### src/rtl/flp_pkg.sv
// Shared definitions for the FP rounding datapath: rounding-mode encodings
// and width helpers used by the rounder and the divider.
package flp_pkg;

    localparam logic [1:0] FLP_RM_RNE = 2'd0;
    localparam logic [1:0] FLP_RM_RTZ = 2'd1;
    localparam logic [1:0] FLP_RM_RUP = 2'd2;
    localparam logic [1:0] FLP_RM_RDN = 2'd3;

    // Significand bits kept after rounding, hidden bit included.
    function automatic int flp_kept_w(input int swidth);
        return swidth + 1;
    endfunction

    // Rounded sum carries one extra bit to catch carry-out.
    function automatic int flp_sum_w(input int swidth);
        return swidth + 2;
    endfunction

endpackage

### src/rtl/flp_round_dec.sv
// Combinational rounding decision: splits the significand into kept/g/r/s and
// decides the increment and inexact flags for the selected rounding mode.
module flp_round_dec
    import flp_pkg::*;
#(
    parameter int SWIDTH  = 23,
    parameter int RSWIDTH = 2
) (
    input  logic                      sign,
    input  logic [1:0]                rmode,
    input  logic [SWIDTH+RSWIDTH:0]   sg,
    output logic [flp_kept_w(SWIDTH)-1:0] kept,
    output logic                      inc,
    output logic                      inexact
);

    logic g, r, s;

    function automatic logic round_up(input logic [1:0] rm, input logic sgn,
                                      input logic gb, input logic rb, input logic sb);
        case (rm)
            FLP_RM_RNE: return rb & (gb | sb);
            FLP_RM_RTZ: return 1'b0;
            FLP_RM_RUP: return ~sgn & (rb | sb);
            default:    return sgn & (rb | sb);
        endcase
    endfunction

    assign kept    = sg[SWIDTH+RSWIDTH:RSWIDTH];
    assign g       = sg[RSWIDTH];
    assign r       = sg[RSWIDTH-1];
    assign s       = |sg[RSWIDTH-2:0];
    assign inc     = round_up(rmode, sign, g, r, s);
    assign inexact = r | s;

endmodule

### src/rtl/flp_round_pipe.sv
// Two-stage significand rounder with exponent carry adjust and overflow
// saturation, sitting between the normaliser and the result packer.
module flp_round_pipe
    import flp_pkg::*;
#(
    parameter int EWIDTH  = 8,
    parameter int SWIDTH  = 23,
    parameter int RSWIDTH = 2
) (
    input  logic                        clk,
    input  logic                        nrst,
    input  logic                        i_valid,
    output logic                        o_ready,
    input  logic                        i_sign,
    input  logic signed [EWIDTH+1:0]    i_exp,
    input  logic [SWIDTH+RSWIDTH:0]     i_sg,
    input  logic [1:0]                  i_rmode,
    output logic                        o_valid,
    input  logic                        i_ready,
    output logic                        o_sign,
    output logic signed [EWIDTH+1:0]    o_exp,
    output logic [SWIDTH:0]             o_sg,
    output logic                        o_inexact,
    output logic                        o_ovf
);

    localparam int SUM_W = flp_sum_w(SWIDTH);
    localparam int KEPT_W = flp_kept_w(SWIDTH);
    localparam logic signed [EWIDTH+1:0] EXP_INF = {2'b00, {EWIDTH{1'b1}}};
    localparam logic signed [EWIDTH+1:0] EXP_MAX = {2'b00, {(EWIDTH-1){1'b1}}, 1'b0};

    function automatic logic exp_overflow(input logic signed [EWIDTH+1:0] e);
        return ~e[EWIDTH+1] && (e >= EXP_INF);
    endfunction

    // Directions whose overflow goes to infinity rather than max finite.
    function automatic logic sat_to_inf(input logic [1:0] rm, input logic sgn);
        case (rm)
            FLP_RM_RNE: return 1'b1;
            FLP_RM_RUP: return ~sgn;
            FLP_RM_RDN: return sgn;
            default:    return 1'b0;
        endcase
    endfunction

    logic [KEPT_W-1:0]         kept_p0;
    logic                      inc_p0, inexact_p0;
    logic [SUM_W-1:0]          sum_p0;

    logic                      vld_p1, load_p1;
    logic                      sign_p1, inexact_p1;
    logic signed [EWIDTH+1:0]  exp_p1;
    logic [1:0]                rmode_p1;
    logic [SUM_W-1:0]          sum_p1;

    logic                      carry_p1, ovf_nx;
    logic signed [EWIDTH+1:0]  exp_adj_p1, exp_nx;
    logic [SWIDTH:0]           sg_norm_p1, sg_nx;
    logic                      inexact_nx;

    logic                      vld_p2, load_p2;
    logic                      sign_p2, inexact_p2, ovf_p2;
    logic signed [EWIDTH+1:0]  exp_p2;
    logic [SWIDTH:0]           sg_p2;

    // Stage 0: rounding decision and increment
    flp_round_dec #(
        .SWIDTH (SWIDTH),
        .RSWIDTH(RSWIDTH)
    ) u_dec (
        .sign   (i_sign),
        .rmode  (i_rmode),
        .sg     (i_sg),
        .kept   (kept_p0),
        .inc    (inc_p0),
        .inexact(inexact_p0)
    );

    assign sum_p0 = {1'b0, kept_p0} + {{(SUM_W-1){1'b0}}, inc_p0};

    assign load_p2 = ~vld_p2 | i_ready;
    assign load_p1 = ~vld_p1 | load_p2;
    assign o_ready = load_p1;

    // Stage 1: carry-out normalisation and overflow saturation
    assign carry_p1   = sum_p1[SUM_W-1];
    assign sg_norm_p1 = carry_p1 ? sum_p1[SWIDTH+1:1] : sum_p1[SWIDTH:0];
    assign exp_adj_p1 = exp_p1 + $signed({{(EWIDTH+1){1'b0}}, carry_p1});

    always_comb begin
        exp_nx     = exp_adj_p1;
        sg_nx      = sg_norm_p1;
        inexact_nx = inexact_p1;
        ovf_nx     = 1'b0;
        if (exp_overflow(exp_adj_p1)) begin
            ovf_nx     = 1'b1;
            inexact_nx = 1'b1;
            if (sat_to_inf(rmode_p1, sign_p1)) begin
                exp_nx = EXP_INF;
                sg_nx  = {1'b1, {SWIDTH{1'b0}}};
            end else begin
                exp_nx = EXP_MAX;
                sg_nx  = {(SWIDTH+1){1'b1}};
            end
        end
    end

    always_ff @(posedge clk) begin
        if (!nrst) begin
            vld_p1     <= 1'b0;
            sign_p1    <= 1'b0;
            exp_p1     <= '0;
            rmode_p1   <= '0;
            inexact_p1 <= 1'b0;
            sum_p1     <= '0;
            vld_p2     <= 1'b0;
            sign_p2    <= 1'b0;
            exp_p2     <= '0;
            sg_p2      <= '0;
            inexact_p2 <= 1'b0;
            ovf_p2     <= 1'b0;
        end else begin
            if (load_p1) begin
                vld_p1 <= i_valid;
                if (i_valid) begin
                    sign_p1    <= i_sign;
                    exp_p1     <= i_exp;
                    rmode_p1   <= i_rmode;
                    inexact_p1 <= inexact_p0;
                    sum_p1     <= sum_p0;
                end
            end
            if (load_p2) begin
                vld_p2 <= vld_p1;
                if (vld_p1) begin
                    sign_p2    <= sign_p1;
                    exp_p2     <= exp_nx;
                    sg_p2      <= sg_nx;
                    inexact_p2 <= inexact_nx;
                    ovf_p2     <= ovf_nx;
                end
            end
        end
    end

    // Stage 2: registered result
    assign o_valid   = vld_p2;
    assign o_sign    = sign_p2;
    assign o_exp     = exp_p2;
    assign o_sg      = sg_p2;
    assign o_inexact = inexact_p2;
    assign o_ovf     = ovf_p2;

endmodule

### config.mk
export PLATFORM = sky130hd
export DESIGN_NAME = flp_round_pipe
export DESIGN_NICKNAME = d
export VERILOG_FILES = /design/src/rtl/flp_pkg.sv /design/src/rtl/flp_round_dec.sv /design/src/rtl/flp_round_pipe.sv
export SDC_FILE = /design/constraint.sdc
export NUM_CORES = 1
export LEC_CHECK = 0
export ABC_AREA = 0
export BUFFER_PORTS_ARGS = -buffer_cell sky130_fd_sc_hd__buf_2
export CAP_MARGIN = 30
export CORE_ASPECT_RATIO = 0.6
export CORE_MARGIN = 2
export CORE_UTILIZATION = 55
export DETAILED_ROUTE_END_ITERATION = 10
export GPL_ROUTABILITY_DRIVEN = 0
export GPL_TIMING_DRIVEN = 0
export PLACE_DENSITY = 0.81
export SLEW_MARGIN = 10
export SYNTH_ARGS = -nofsm -noshare
export SYNTH_HDL_FRONTEND = slang
export SYNTH_SLANG_ARGS = --single-unit
export TNS_END_PERCENT = 100
### constraint.sdc
create_clock -name clk -period 6 [get_ports clk]
set_input_delay 0.9 -clock clk [delete_from_list [all_inputs] [get_ports clk]]
set_output_delay 0.9 -clock clk [all_outputs]
set_load 0.05 [all_outputs]
==> summary.md, run 1 <==
| Metric | Value |
|---|---|
| Status | complete, no violations |
| I/O Buffers | 80 |
| CP Capture Type | register |
| P&R area growth vs syn | 21.1% |
| Switching power | 0.378 mW |
| Clock Latency Late Sink | 340 ps |
| Max_cap viols | 0 |
| Crit path launch type | primary input |
| # rows | 23 |
| GRT Overall Usage | 27.5% |
| Worst EP arrival | 2920 ps |
| FILL cells | 523 |
| Sequential share of power | 43.6% |
| Max Root-Sink Buffers | 2 |
| Ant. Diodes | 0 |
| Gr busiest metal | met2 |
| Post-cts resize count | 0 |
| Met1 GRT Util | 39.6% |
| TritonCTS Buffers | 9 |
| RSZ-0062 raised after global routing | no |
| Non-filler cells, final | 632 |
| Chip Width | 111 um |
| Max IR drop VDD | 224 uV |
| Slew margin rel. | 61.4% |
| Critical path type | primary input to register |
| Die area | 7580 um2 |
| PD cells | 290 nW/um2 |
| Max Fanout on Critical Path | 4 |
| Initial antenna violation count | 0 |
| Gate power share | 16.5% |
| Post-Syn Nets | 497 |
| Post-synth cell types | 43 |
| Achievable Freq | 0.375 GHz |
| Internal power | 0.951 mW |
| Top FF cell, synth | dfxtp_1 |
| DP HPWL | 7640 um |
| Core ar. | 6680 um2 |
| Mapped cell area | 3780 um2 |
| Post-synthesis sequential area ratio | 41.3% |
| Area after DPL | 4290 um2 |
| Final setup vio count | 0 |
| Final Instance Area | 4580 um2 |
| Hold Crit Class | register to register |
| # placed instances | 617 |
| Vias/cell | 5.84 |
| FFs w/ async S/R, synth | 0% |
| First-pass GRT wire length | 16,200 um |
| GR Util met2 | 42.6% |
| DR DRC count | 0 |
| M3 GR Usage | 6.29% |
| Leak Pwr | 1.90 nW |
| CTS root buf | clkbuf_16 |
| Fin crit period | 2660 ps |
| Tcrit/Tclk final | 44.4% |
| Wirelength per Cell | 16.2 um |
| Worst hold slack | 458 ps |
| Hold_buf cts | 0 |
| Post-CTS Repair Setup Buffers | 0 |
| CTS tree | done |
| DR iter-0 viols | 343 |
| Avg Synthesized Cell Area | 8.41 um2 |
| Yosys warnings | 0 |
| Final nets | 588 |
| Largest net degree at the start of global routing | 13 |
| Die Ht | 68.2 um |
| H-tree depth | 3 |
| Critical Path RT | 6260 ps |
| Setup TNS | 0 ps |
| Starting density of the core | 56.7% |
| GR Overflow Total | 0 |
| PnR Total Power | 1.33 mW |
| Fraction of layout cells with a size suffix above 1 | 25.3% |
| DR pass1 iterations | 5 |
| # IOs | 82 |
| DRT Wirelength | 10,200 um |
| Net Sw Frac | 28.5% |
| Clk pin slew, worst setup/hold paths | 50 ps |
| Syn Inst Count | 450 |
| Vias in the first global route | 3,297 |
| Num Clock Sinks | 78 |
| Synthesized flop and latch total | 78 |
| Clk network pwr share | 39.9% |
| Endpoints failing hold | 0 |
| Final Skew | 3.52 ps |
| Via count | 3,689 |
| Max-slew violation count | 0 |
| Antenna Nets Post-Route | 0 |
| Least-Margin Pin Slew | 579 ps |
| Number of flops mapped to enable cells by yosys | 0 |
## area by class of cell
cell class	count	area [um2]	area share (%)
multi-input cells	334	2050	44.8
plain buffers	35	159	3.47
well taps	87	109	2.38
inverters	3	11.3	0.246
flip-flops and latches	78	1560	34.1
clock buffers	11	243	5.30
repair buffers	80	400	8.74
clock inverters	4	47.5	1.04
## synth_stat cells, drive strengths merged, types with 2 or more instances
cell | count | share of area, %
or3 | 4 | 0.66
ha | 4 | 1.3
o21ai | 61 | 8.1
a31oi | 8 | 1.5
nand2 | 51 | 5.1
buf | 5 | 1.1
and3 | 8 | 1.3
clkbuf | 30 | 3.1
xor2 | 15 | 3.7
dfxtp | 78 | 41
a211oi | 19 | 3.8
nor2 | 36 | 3.6
a311oi | 3 | 0.69
nand3 | 11 | 1.5
nand4 | 8 | 1.7
and2 | 2 | 0.40
nor3 | 7 | 1.2
mux2 | 23 | 6.8
nor2b | 2 | 0.33
a21oi | 47 | 6.2
inv | 2 | 0.20
xnor2 | 15 | 3.5
## routing by layer
metal | routed length (um) | part of all wire (%) | vias to the layer above
met3 | 911 | 8.9 | 13
met4 | 104 | 1.0 | 0
met2 | 4190 | 41 | 179
li1 | - | - | 1777
met5 | 0 | 0 | -
met1 | 5040 | 49 | 1720
## logic make-up (layout without fill, tap and decap cells)
logic type | Yosys count | count (layout) | share of synthesized area, %
DFF | 78 | 78 | 41.3
xor gates and xnor gates | 30 | 30 | 7.14
adders and majority gates | 4 | 4 | 1.32
AOI/OAI and AO/OA | 143 | 143 | 21.7
muxes | 23 | 23 | 6.85
and+or+nand+nor | 134 | 134 | 17.2
buffers and inverters | 38 | 133 | 4.50
## critical path, cell delays in order
cell	delay (ps)
buf_2	90
o21a_1	120
nor2_1	40
nor3_1	180
ha_1	200
ha_1	190
nand3_1	150
nor3_1	360
and3_1	250
and3_1	180
xnor2_1	60
a211oi_1	210
## power by group through the flow
stage / Sequential [mW] / Clock, mW / Combinational [mW]
floorplan: 0.639 / 0 / 0.0946
global placement: 0.587 / 0 / 0.210
detailed placement: 0.589 / 0 / 0.215
CTS: 0.578 / 0.533 / 0.217
global route: 0.582 / 0.552 / 0.237
finish: 0.579 / 0.531 / 0.219
## worst paths after layout
check / start / endpoint / slack, ps / depth (start not counted)
worst min-delay path: o_sign / o_sign / 460 / 2
worst max-delay path: i_sg[0] / sum_p1[18] / 3340 / 12
worst max register to register: exp_p1[0] / o_sg[10] / 3450 / 9
worst min register to register: o_sign / o_sign / 460 / 2
## state kept, by name, indices dropped and copies added (netlist names)
signal,count
o_ovf,1
vld_p1,1
o_sign,1
o_exp,10
exp_p1,10
sum_p1,25
sign_p1,1
o_valid,1
rmode_p1,2
o_sg,24
o_inexact,1
inexact_p1,1
## through the flow
stage	util [%]	worst slack, ps
global placement	64.3	3030
detailed placement	64.3	2980
floorplan	-	3330
finish	68.6	3340
CTS	68.6	3330
global route	68.6	3100
## cell usage in the layout (no fill, tap or decap), drive strengths merged, types with 2 or more instances in the layout
master  instances
ha              4
nor3            7
xor2           15
or3             4
mux2           23
and3            8
dfxtp          78
nand3          11
nand2          51
clkbuf         41
a311oi          3
inv             2
buf            85
nor2b           2
a21oi          47
nand4           8
and2            2
a31oi           8
o21ai          61
clkinv          3
nor2           36
a211oi         19
xnor2          15
Power figures use the tool's default switching activity.
==> run 2, diff against run 1 <==
--- a/config.mk
+++ b/config.mk
@@ -10,11 +10,11 @@
 export CAP_MARGIN = 30
 export CORE_ASPECT_RATIO = 0.6
 export CORE_MARGIN = 2
-export CORE_UTILIZATION = 55
+export CORE_UTILIZATION = 49
 export DETAILED_ROUTE_END_ITERATION = 10
 export GPL_ROUTABILITY_DRIVEN = 0
 export GPL_TIMING_DRIVEN = 0
-export PLACE_DENSITY = 0.81
+export PLACE_DENSITY = 0.76
 export SLEW_MARGIN = 10
 export SYNTH_ARGS = -nofsm -noshare
 export SYNTH_HDL_FRONTEND = slang
==> constraint.sdc (replaced) <==
create_clock -name clk -period 2.2 [get_ports clk]
set_input_delay 0.33 -clock clk [delete_from_list [all_inputs] [get_ports clk]]
set_output_delay 0.33 -clock clk [all_outputs]
set_load 0.05 [all_outputs]
==> run 2 against run 1 <==
  * The flow now finishes with violations (setup timing)
  * Count of clock-buffer cells in the layout is 1 lower
  * Sequential power grew to 2.7 times the previous value
  * Final cell count is 5.2% higher
  * Combinational power grew to 2.9 times the previous value
  * Clock power increased to 3.1 times the previous value
  * Sequential share of layout area is 2.0 points lower
  * Via count increased by 2.0%
==> summary.md, run 2 (synthesized netlist as in run 1, its figures left out) <==
| Metric | Value |
|---|---|
| FF-to-FF setup slack | -60 ps |
| TritonCTS Buffers | 9 |
| Largest net degree at the start of global routing | 15 |
| Most common cell after layout, fill and taps aside | buf_2 |
| Fraction of layout cells with a size suffix above 1 | 30.7% |
| DRT Wirelength | 11,000 um |
| Worst EP arrival | 2480 ps |
| # rows | 24 |
| Chip Width | 117 um |
| Least-Margin Pin Slew | 543 ps |
| Slew margin rel. | 63.8% |
| P&R area growth vs syn | 29.0% |
| Hold Path Depth | 3 |
| Fin crit period | 2260 ps |
| Max stage delay on crit path | 350 ps |
| Hold path startpoint | i_exp[1] |
| Worst reg2reg path endpoint | o_sg[17] |
| Num Clock Sinks | 78 |
| Critical Path RT | 2420 ps |
| DR DRC count | 0 |
| Final nets | 603 |
| Vias/cell | 5.66 |
| GRT Overall Usage | 26.6% |
| Max Fanout on Critical Path | 10 |
| Hold_buf cts | 0 |
| I/O Buffers | 80 |
| RSZ-0062 raised after global routing | yes |
| Ant. Diodes | 0 |
| Reg2reg path depth | 10 |
| Final WS setup | -63.9 ps |
| Vias in the first global route | 3,531 |
| Biggest register | sum_p1 |
| Starting density of the core | 51.4% |
| # placed instances | 634 |
| Tcrit/Tclk final | 103% |
| Max-slew violation count | 0 |
| Leak Pwr | 2.02 nW |
| Core ar. | 7360 um2 |
| DR iter-0 viols | 378 |
| H-tree depth | 3 |
| DP HPWL | 7980 um |
| Final Instance Area | 4880 um2 |
| Max IR drop VDD | 383 uV |
| Max_cap viols | 0 |
| GR Overflow Total | 0 |
| Endpoints failing hold | 0 |
| Area after DPL | 4320 um2 |
| PD cells | 786 nW/um2 |
| Initial antenna violation count | 0 |
| Most frequent cell on the critical path | ha_4 |
| Antenna Nets Post-Route | 0 |
| FILL cells | 601 |
| CTS tree | done |
| # IOs | 82 |
| CP Capture Type | register |
| Die Ht | 72.1 um |
| Final Skew | 6.87 ps |
| Die area | 8460 um2 |
| Clock Latency Late Sink | 340 ps |
| Non-filler cells, final | 665 |
| Slowest stage cell, crit path | dfxtp_2 |
| DR pass1 iterations | 5 |
| Final setup vio count | 26 |
| Via count | 3,764 |
| Critical path type | register to register |
| Min-Delay Endpoint | exp_p1[1] |
| RR Startpoint | sum_p1[24] |
| First-pass GRT wire length | 17,800 um |
| Achievable Freq | 0.442 GHz |
| Critical path cell sequence | ha_4 > ha_4 > nand4_1 > xnor2_1 > a31oi_1 > buf_4 > o41ai_4 > a31oi_2 > buf_6 > a21oi_1 |
| PnR Total Power | 3.84 mW |
| Largest register FFs | 25 |
| Crit path launch type | register |
| Max Root-Sink Buffers | 2 |
| Wirelength per Cell | 16.5 um |
| Most frequent cells in the layout | 80 x buf_2, 75 x dfxtp_1, 49 x nand2_1, 47 x a21oi_1, 41 x o21ai_0 |
| Failing checks | setup timing |
| Clk pin slew, worst setup/hold paths | 60 ps |
| CTS root buf | clkbuf_16 |
| Hold Crit Class | primary input to register |
| Status | finished with violations |
[run 2: critical path: cells and delay by family (launching register included)]
family                     cells  cell delay, ps
AOI/OAI and AO/OA              4             720
xor gates and xnor gates       1             190
adders and majority gates      2             310
buffers and inverters          2             370
DFF                            1             350
and+or+nand+nor                1             210
[run 2: stage by stage]
stage | utilization (%) | hold WS, ps | setup WS (ps) | setup TNS [ps]
after floorplan | - | 434 | 104 | 0
after CTS | 65.4 | 218 | -27.9 | -112
after global routing | 66.4 | 239 | -169 | -3350
after detailed placement | 58.7 | 460 | -322 | -7040
after global placement | 58.7 | 445 | -179 | -2850
final | 66.4 | 225 | -63.9 | -1240
[run 2: report_power, final]
group / internal [mW] / total (mW) / switching (mW)
Sequential: 1.51 / 1.58 / 0.0762
Combinational: 0.204 / 0.626 / 0.423
Clock: 1.03 / 1.63 / 0.598
Total: 2.74 / 3.84 / 1.10
[run 2: how the worst max path moves through the flow]
stage,startpoint,to,slack [ps],depth (start not counted)
after floorplan,i_sg[0],sum_p1[18],100,11
after global placement,i_sg[0],sum_p1[18],-180,12
after detailed placement,i_sg[0],sum_p1[18],-320,12
after CTS,sum_p1[24],o_sg[7],-30,9
after global routing,sum_p1[24],o_exp[0],-170,9
final,sum_p1[24],o_sg[17],-60,10
[run 2: final cells by class]
class                   instances  area [um2]  share of cell area [%]
inverters                       3        11.3                   0.231
repair buffers                 95         519                    10.6
plain buffers                  35         181                    3.72
flip-flops and latches         78        1570                    32.1
multi-input cells             334        2140                    43.9
clock buffers                  10         239                    4.89
clock inverters                 6        92.6                    1.90
well taps                     104         130                    2.67
[run 2: timing repair]
action	4_1_cts	5_1_grt
gates resized for setup	32	13
setup buffers	11	2
gates cloned	2	0
pin swaps	5	4
endpoints found under the setup margin	34	40
[run 2: metal layers]
layer / vias to the layer above / GRT usage (%) / wire (um)
li1: 1811 / - / -
met1: 1765 / 38.4 / 5380
met2: 169 / 39.1 / 4500
met3: 19 / 6.84 / 954
met4: 0 / 8.70 / 167
met5: - / 0 / 0
